## config.mk

```make
export PLATFORM = sky130hd
export DESIGN_NAME = circ_fifo
export DESIGN_NICKNAME = d
export VERILOG_FILES = /design/src/rtl/circ_fifo_pkg.sv /design/src/rtl/reg_.sv /design/src/rtl/up_counter.sv /design/src/rtl/circ_fifo.sv
export SDC_FILE = /design/constraint.sdc
export NUM_CORES = 1
export LEC_CHECK = 0
export BUFFER_PORTS_ARGS = -buffer_cell sky130_fd_sc_hd__buf_2
export CAP_MARGIN = 5
export CORE_MARGIN = 3
export CORE_UTILIZATION = 55
export CTS_BUF_LIST = sky130_fd_sc_hd__clkbuf_4
export CTS_CLUSTER_DIAMETER = 60
export DETAILED_ROUTE_END_ITERATION = 7
export GPL_ROUTABILITY_DRIVEN = 0
export PLACE_DENSITY = 0.73
export SLEW_MARGIN = 40
export SYNTH_ARGS = -nofsm -noshare
export SYNTH_HDL_FRONTEND = slang
export SYNTH_HIERARCHICAL = 1
export SYNTH_SLANG_ARGS = --single-unit
```

## constraint.sdc

```tcl
create_clock -name clk -period 3.9 [get_ports clk]
set_input_delay 0.195 -clock clk [delete_from_list [all_inputs] [get_ports clk]]
set_output_delay 0.195 -clock clk [all_outputs]
set_load 0.02 [all_outputs]
```

## src/rtl/circ_fifo_pkg.sv

```systemverilog
// Shared sizing helpers for circ_fifo: pointer-width function and wrap-bit position.
package circ_fifo_pkg;

    // Ceiling log2; used at elaboration time to size pointer indices.
    function automatic int cf_clog2(input int n);
        int r;
        int v;
        r = 0;
        v = n - 1;
        while (v > 0) begin
            r = r + 1;
            v = v >> 1;
        end
        return r;
    endfunction

    localparam int CF_DEFAULT_DEPTH = 8;
    localparam int CF_WRAP_BIT      = cf_clog2(CF_DEFAULT_DEPTH);

endpackage

```

## src/rtl/reg_.sv

```systemverilog
// Write-enabled register with asynchronous active-low clear.
module reg_ #(
    parameter int WIDTH = 8
) (
    input  logic             clk,
    input  logic             rst_aL,
    input  logic             we,
    input  logic [WIDTH-1:0] din,
    output logic [WIDTH-1:0] dout
);

    logic [WIDTH-1:0] dout_q;

    always_ff @(posedge clk or negedge rst_aL) begin
        if (!rst_aL)  dout_q <= '0;
        else if (we)  dout_q <= din;
    end

    assign dout = dout_q;

endmodule

```

## src/rtl/up_counter.sv

```systemverilog
// Free-running up counter with increment enable and asynchronous active-low reset.
module up_counter #(
    parameter int WIDTH = 4
) (
    input  logic             clk,
    input  logic             rst_aL,
    input  logic             inc,
    output logic [WIDTH-1:0] count
);

    logic [WIDTH-1:0] count_q;
    logic [WIDTH-1:0] count_d;

    always_comb begin
        count_d = count_q;
        if (inc) count_d = count_q + WIDTH'(1);
    end

    always_ff @(posedge clk or negedge rst_aL) begin
        if (!rst_aL) count_q <= '0;
        else         count_q <= count_d;
    end

    assign count = count_q;

endmodule

```

## src/rtl/circ_fifo.sv

```systemverilog
// Circular-buffer FIFO with valid/ready on both sides and wrap-bit pointers.
// Optional synchronous flush port enabled by defining CIRC_FIFO_FLUSH_EN.
module circ_fifo
    import circ_fifo_pkg::*;
#(
    parameter int DATA_WIDTH = 32,
    parameter int DEPTH      = CF_DEFAULT_DEPTH,
    parameter int PTR_WIDTH  = cf_clog2(DEPTH)
) (
    input  logic                  clk,
    input  logic                  rst_aL,
`ifdef CIRC_FIFO_FLUSH_EN
    input  logic                  flush,
`endif
    input  logic                  enq_valid,
    output logic                  enq_ready,
    input  logic [DATA_WIDTH-1:0] enq_data,
    output logic                  deq_valid,
    input  logic                  deq_ready,
    output logic [DATA_WIDTH-1:0] deq_data,
    output logic [PTR_WIDTH:0]    count,
    output logic                  full,
    output logic                  empty
);

    localparam int WRAP = PTR_WIDTH;

    logic                  enq_fire;
    logic                  deq_fire;
    logic                  tail_inc;
    logic [PTR_WIDTH:0]    head_q;
    logic [PTR_WIDTH:0]    tail_q;
    logic [PTR_WIDTH-1:0]  head_idx;
    logic [PTR_WIDTH-1:0]  tail_idx;
    logic [DATA_WIDTH-1:0] mem [DEPTH];

    assign enq_fire = enq_valid & enq_ready;
    assign deq_fire = deq_valid & deq_ready;

    assign head_idx = head_q[PTR_WIDTH-1:0];
    assign tail_idx = tail_q[PTR_WIDTH-1:0];

    up_counter #(.WIDTH(PTR_WIDTH + 1)) u_tail (
        .clk    (clk),
        .rst_aL (rst_aL),
        .inc    (tail_inc),
        .count  (tail_q)
    );

`ifdef CIRC_FIFO_FLUSH_EN
    // Flush collapses head onto tail and swallows any same-cycle enqueue.
    logic               head_we;
    logic [PTR_WIDTH:0] head_d;

    assign tail_inc = enq_fire & ~flush;
    assign head_we  = deq_fire | flush;
    assign head_d   = flush ? tail_q : head_q + (PTR_WIDTH + 1)'(1);

    reg_ #(.WIDTH(PTR_WIDTH + 1)) u_head (
        .clk    (clk),
        .rst_aL (rst_aL),
        .we     (head_we),
        .din    (head_d),
        .dout   (head_q)
    );
`else
    assign tail_inc = enq_fire;

    up_counter #(.WIDTH(PTR_WIDTH + 1)) u_head (
        .clk    (clk),
        .rst_aL (rst_aL),
        .inc    (deq_fire),
        .count  (head_q)
    );
`endif

    for (genvar i = 0; i < DEPTH; i++) begin : g_entry
        reg_ #(.WIDTH(DATA_WIDTH)) u_entry (
            .clk    (clk),
            .rst_aL (rst_aL),
            .we     (tail_inc & (tail_idx == PTR_WIDTH'(i))),
            .din    (enq_data),
            .dout   (mem[i])
        );
    end

    // Wrap bit distinguishes full from empty when the indices coincide.
    assign empty     = (head_q == tail_q);
    assign full      = (head_idx == tail_idx) && (head_q[WRAP] != tail_q[WRAP]);
    assign count     = tail_q - head_q;
    assign enq_ready = ~full;
    assign deq_valid = ~empty;
    assign deq_data  = mem[head_idx];

endmodule

```

==> run_results.csv <==
group,metric,value,unit
status,status,"finished clean",
finish,drive_above_1_share,0.555,
critical_path,crit_arrival,2.52,ns
yosys,syn_nets,825,
timing,finalHoldWorstSlack,0.312,ns
detailed_routing,wl,27400,µm
min_path,min_path_cells,4,
clock_tree,clkSlewWorstSetupHoldPaths,0.06,ns
critical_path,worstPathRequired,3.70,ns
global_route,grt_pass1_vias,7966,
yosys,synth.area.mux_share,0.395,
timing,finalCriticalPeriod,2.71,ns
clock_tree,cts_sinks,264,
detailed_routing,drc,0,
place,io_buffers,75,
die,start_util,0.564,
die,num_io_pins,76,
timing,fin_setup_tns,0,ns
yosys,synth_seq_area_share,0.496,
critical_path,crit_chain,"buf_6 > mux4_2 > nand2_1 > nand2_1 > buf_2",
clock_tree,h-tree-depth,3,
timing,rsz0062_at_grt,"false",
global_route,track_usage,0.220,
critical_path,path_common_cell,"nand2_1",
die,die_y,162,µm
finish,fin_nets,979,
critical_path,worst-path-buf-inv,2,
finish,seq_area,6620,µm²
timing,tightestPinTransition,0.783,ns
yosys,synth_top_family_by_area,"multiplexers",
yosys,yosys.area_share.simple,0.0343,
critical_path,endpoint_kind,"primary output",
yosys,avgSynthCellArea,17.0,µm²
place,hpwl,15000,µm
global_route,antenna_found_initial,1,
timing,clock_skew,0.0768,ns
yosys,syn_inst,783,
critical_path,slowest_stage,"mux4_2",
timing,slew_headroom,0.473,
critical_path,rr_endpoint,"g_entry[0].u_entry/dout[31]",
die,die-area,26100,µm²
timing,period_share,0.696,
critical_path,rr_worst_depth,7,
detailed_routing,vias_per_cell,5.42,
timing,drv_slew,0,
power,irDropWorstVdd,0.000502,V
power,power_density,953,nW/µm²
global_route,grt-ovfl-total,0,
clock_tree,numCtsBuffers,72,
die,die_w,162,µm
critical_path,path_class,"register to primary output",
yosys,synth-seq-cells,264,
critical_path,cp_slowest_stage_delay,0.57,ns
yosys,synth_edf_count,0,
yosys,yosys-top-cells-count,"264 x dfrtp_1, 240 x mux2_4, 101 x nand2_1, 60 x mux4_2, 30 x buf_12",
yosys,synthFlopType,"dfrtp_1",
detailed_routing,wl_per_cell,20.9,µm
global_route,grt_max_degree,107,
clock_tree,root_buffer,"clkbuf_4",
run,drv_cap,0,
yosys,yosysMostFrequentCell,"dfrtp_1",
timing,setup_viol,0,
yosys,synthAdderAreaFrac,0.00620,
clock_tree,cts.path.max_buffers,3,
clock_tree,post-cts-setup-buffers,0,
min_path,hold_end,"u_tail/count[0]",
power,power_leakage,6.95,nW
finish,fill_cells,1769,
yosys,synth_top_area_cell,"dfrtp_1",
clock_tree,clk-insertion-delay-late,0.67,ns
clock_tree,cts_tree,"done",
yosys,synth_compound_area_frac,0.00169,
yosys,synth_xor_area_frac,0.00592,
detailed_routing,antenna_left,0,
die,rows,56,
min_path,holdCritStartpoint,"enq_valid",
yosys,synthArstFlopShare,1.00,
die,coreArea,23600,µm²
detailed_routing,dr.first_iter.drc_count,402,
min_path,min_path_type,"input port to register",
yosys,synth_cell_types,25,
timing,finalHoldViolCount,0,
yosys,yosys-top-cells-area,"dfrtp_1 50%, mux2_4 27%, mux4_2 10%",
finish,multi_input_area,5950,µm²
critical_path,reg2reg_slack,1.25,ns
critical_path,crit-reg2reg-launch,"u_tail/count[0]",
detailed_routing,vias,7119,
yosys,yosysTopAreaCellShare,0.496,
finish,area_growth_syn_to_layout,12.5,%
critical_path,start_kind,"register",
yosys,yosysWarnings,6,
detailed_routing,first_pass_iters,6,
global_route,grt_pass1_wl,45300,µm
yosys,netlist_area,13300,µm²
timing,max_freq,369,MHz
critical_path,critPathTopFamily,"buffers and inverters",
critical_path,crit_path_max_fanout,42,
cells in the final DEF (no fill, tap or decap), drive strengths merged, types with 2 or more instances in the layout:
cell type	count
clkinv	6
buf	98
nand4	3
clkbuf	120
clkinvlp	2
nor2	4
nand2	101
mux2	258
dlygate4sd3	35
xor2	3
nor3	4
mux4	64
bufinv	2
dfrtp	264
ha	5
o21ai	2
inv	10
xnor2	6
routing by layer:
metal  up-vias  wire length (µm)  part of all wire  GRT usage
met2       169             12900              0.47      0.341
li1       3164                 -                 -          -
met3        45              1220             0.044     0.0403
met1      3741             12800              0.47      0.318
met4         0               532             0.019     0.0731
met5         -                 0                 0          0
worst max-delay path by stage:
stage | slack, ns | cells after the start | start | to
after global placement | 1.30 | 7 | u_tail/count[0] | g_entry[2].u_entry/dout[29]
after floorplan | 1.45 | 10 | u_head/count[1] | g_entry[0].u_entry/dout[0]
after global routing | 0.98 | 5 | u_head/count[0] | deq_data[1]
final | 1.19 | 5 | u_head/count[0] | deq_data[9]
after detailed placement | 1.23 | 7 | u_tail/count[0] | g_entry[2].u_entry/dout[29]
after CTS | 1.09 | 5 | u_head/count[0] | deq_data[17]
where the power goes:
group | total [mW] | switching [mW] | internal [mW]
registers | 4.97 | 0.822 | 4.15
logic | 6.63 | 2.81 | 3.81
clock network | 2.68 | 1.16 | 1.52
cell families after synthesis:
| group | Yosys count |
|---|---|
| AOI/OAI and AO/OA | 4 |
| xor gates and xnor gates | 9 |
| adders and majority gates | 6 |
| buffers and inverters | 62 |
| DFF | 264 |
| muxes | 322 |
| and+or+nand+nor | 116 |
state kept, by name, indices dropped and copies added (netlist names):
register and count:
u_tail/count 4, g_entry.u_entry/dout 256, u_head/count 4
repair_timing:
action                    in CTS  in global routing
hold buffers                  34                  1
hold endpoints to repair     362                 17
gates resized for setup        0                  0
cell type report:
| cell class | instances | area share |
|---|---|---|
| tap | 319 | 0.0266 |
| timing repair buffer | 133 | 0.0650 |
| clock buffer | 120 | 0.0601 |
| multi-input combinational | 457 | 0.397 |
| antenna | 1 | 0.000167 |
| inverter | 9 | 0.00226 |
| clock inverter | 11 | 0.00677 |
| sequential | 264 | 0.442 |
tightest hold or removal path, cell delays in order:
cell     delay [ns]
buf_2          0.10
o21ai_0        0.27
inv_1          0.23
xor2_1         0.09
metrics by stage:
| step | cell area, µm² | cells | utilization | total power [mW] | worst slack (ns) |
|---|---|---|---|---|---|
| final | 15000 | 1314 | 0.634 | 14.3 | 1.19 |
| after global routing | 15000 | 1314 | 0.634 | 15.2 | 0.980 |
| after floorplan | 13300 | 783 | - | 10.3 | 1.45 |
| after global placement | 13600 | 1146 | 0.575 | 11.5 | 1.30 |
| after detailed placement | 13600 | 1146 | 0.576 | 11.6 | 1.23 |
| after CTS | 14900 | 1311 | 0.633 | 14.4 | 1.09 |
Power figures use the tool's default switching activity.
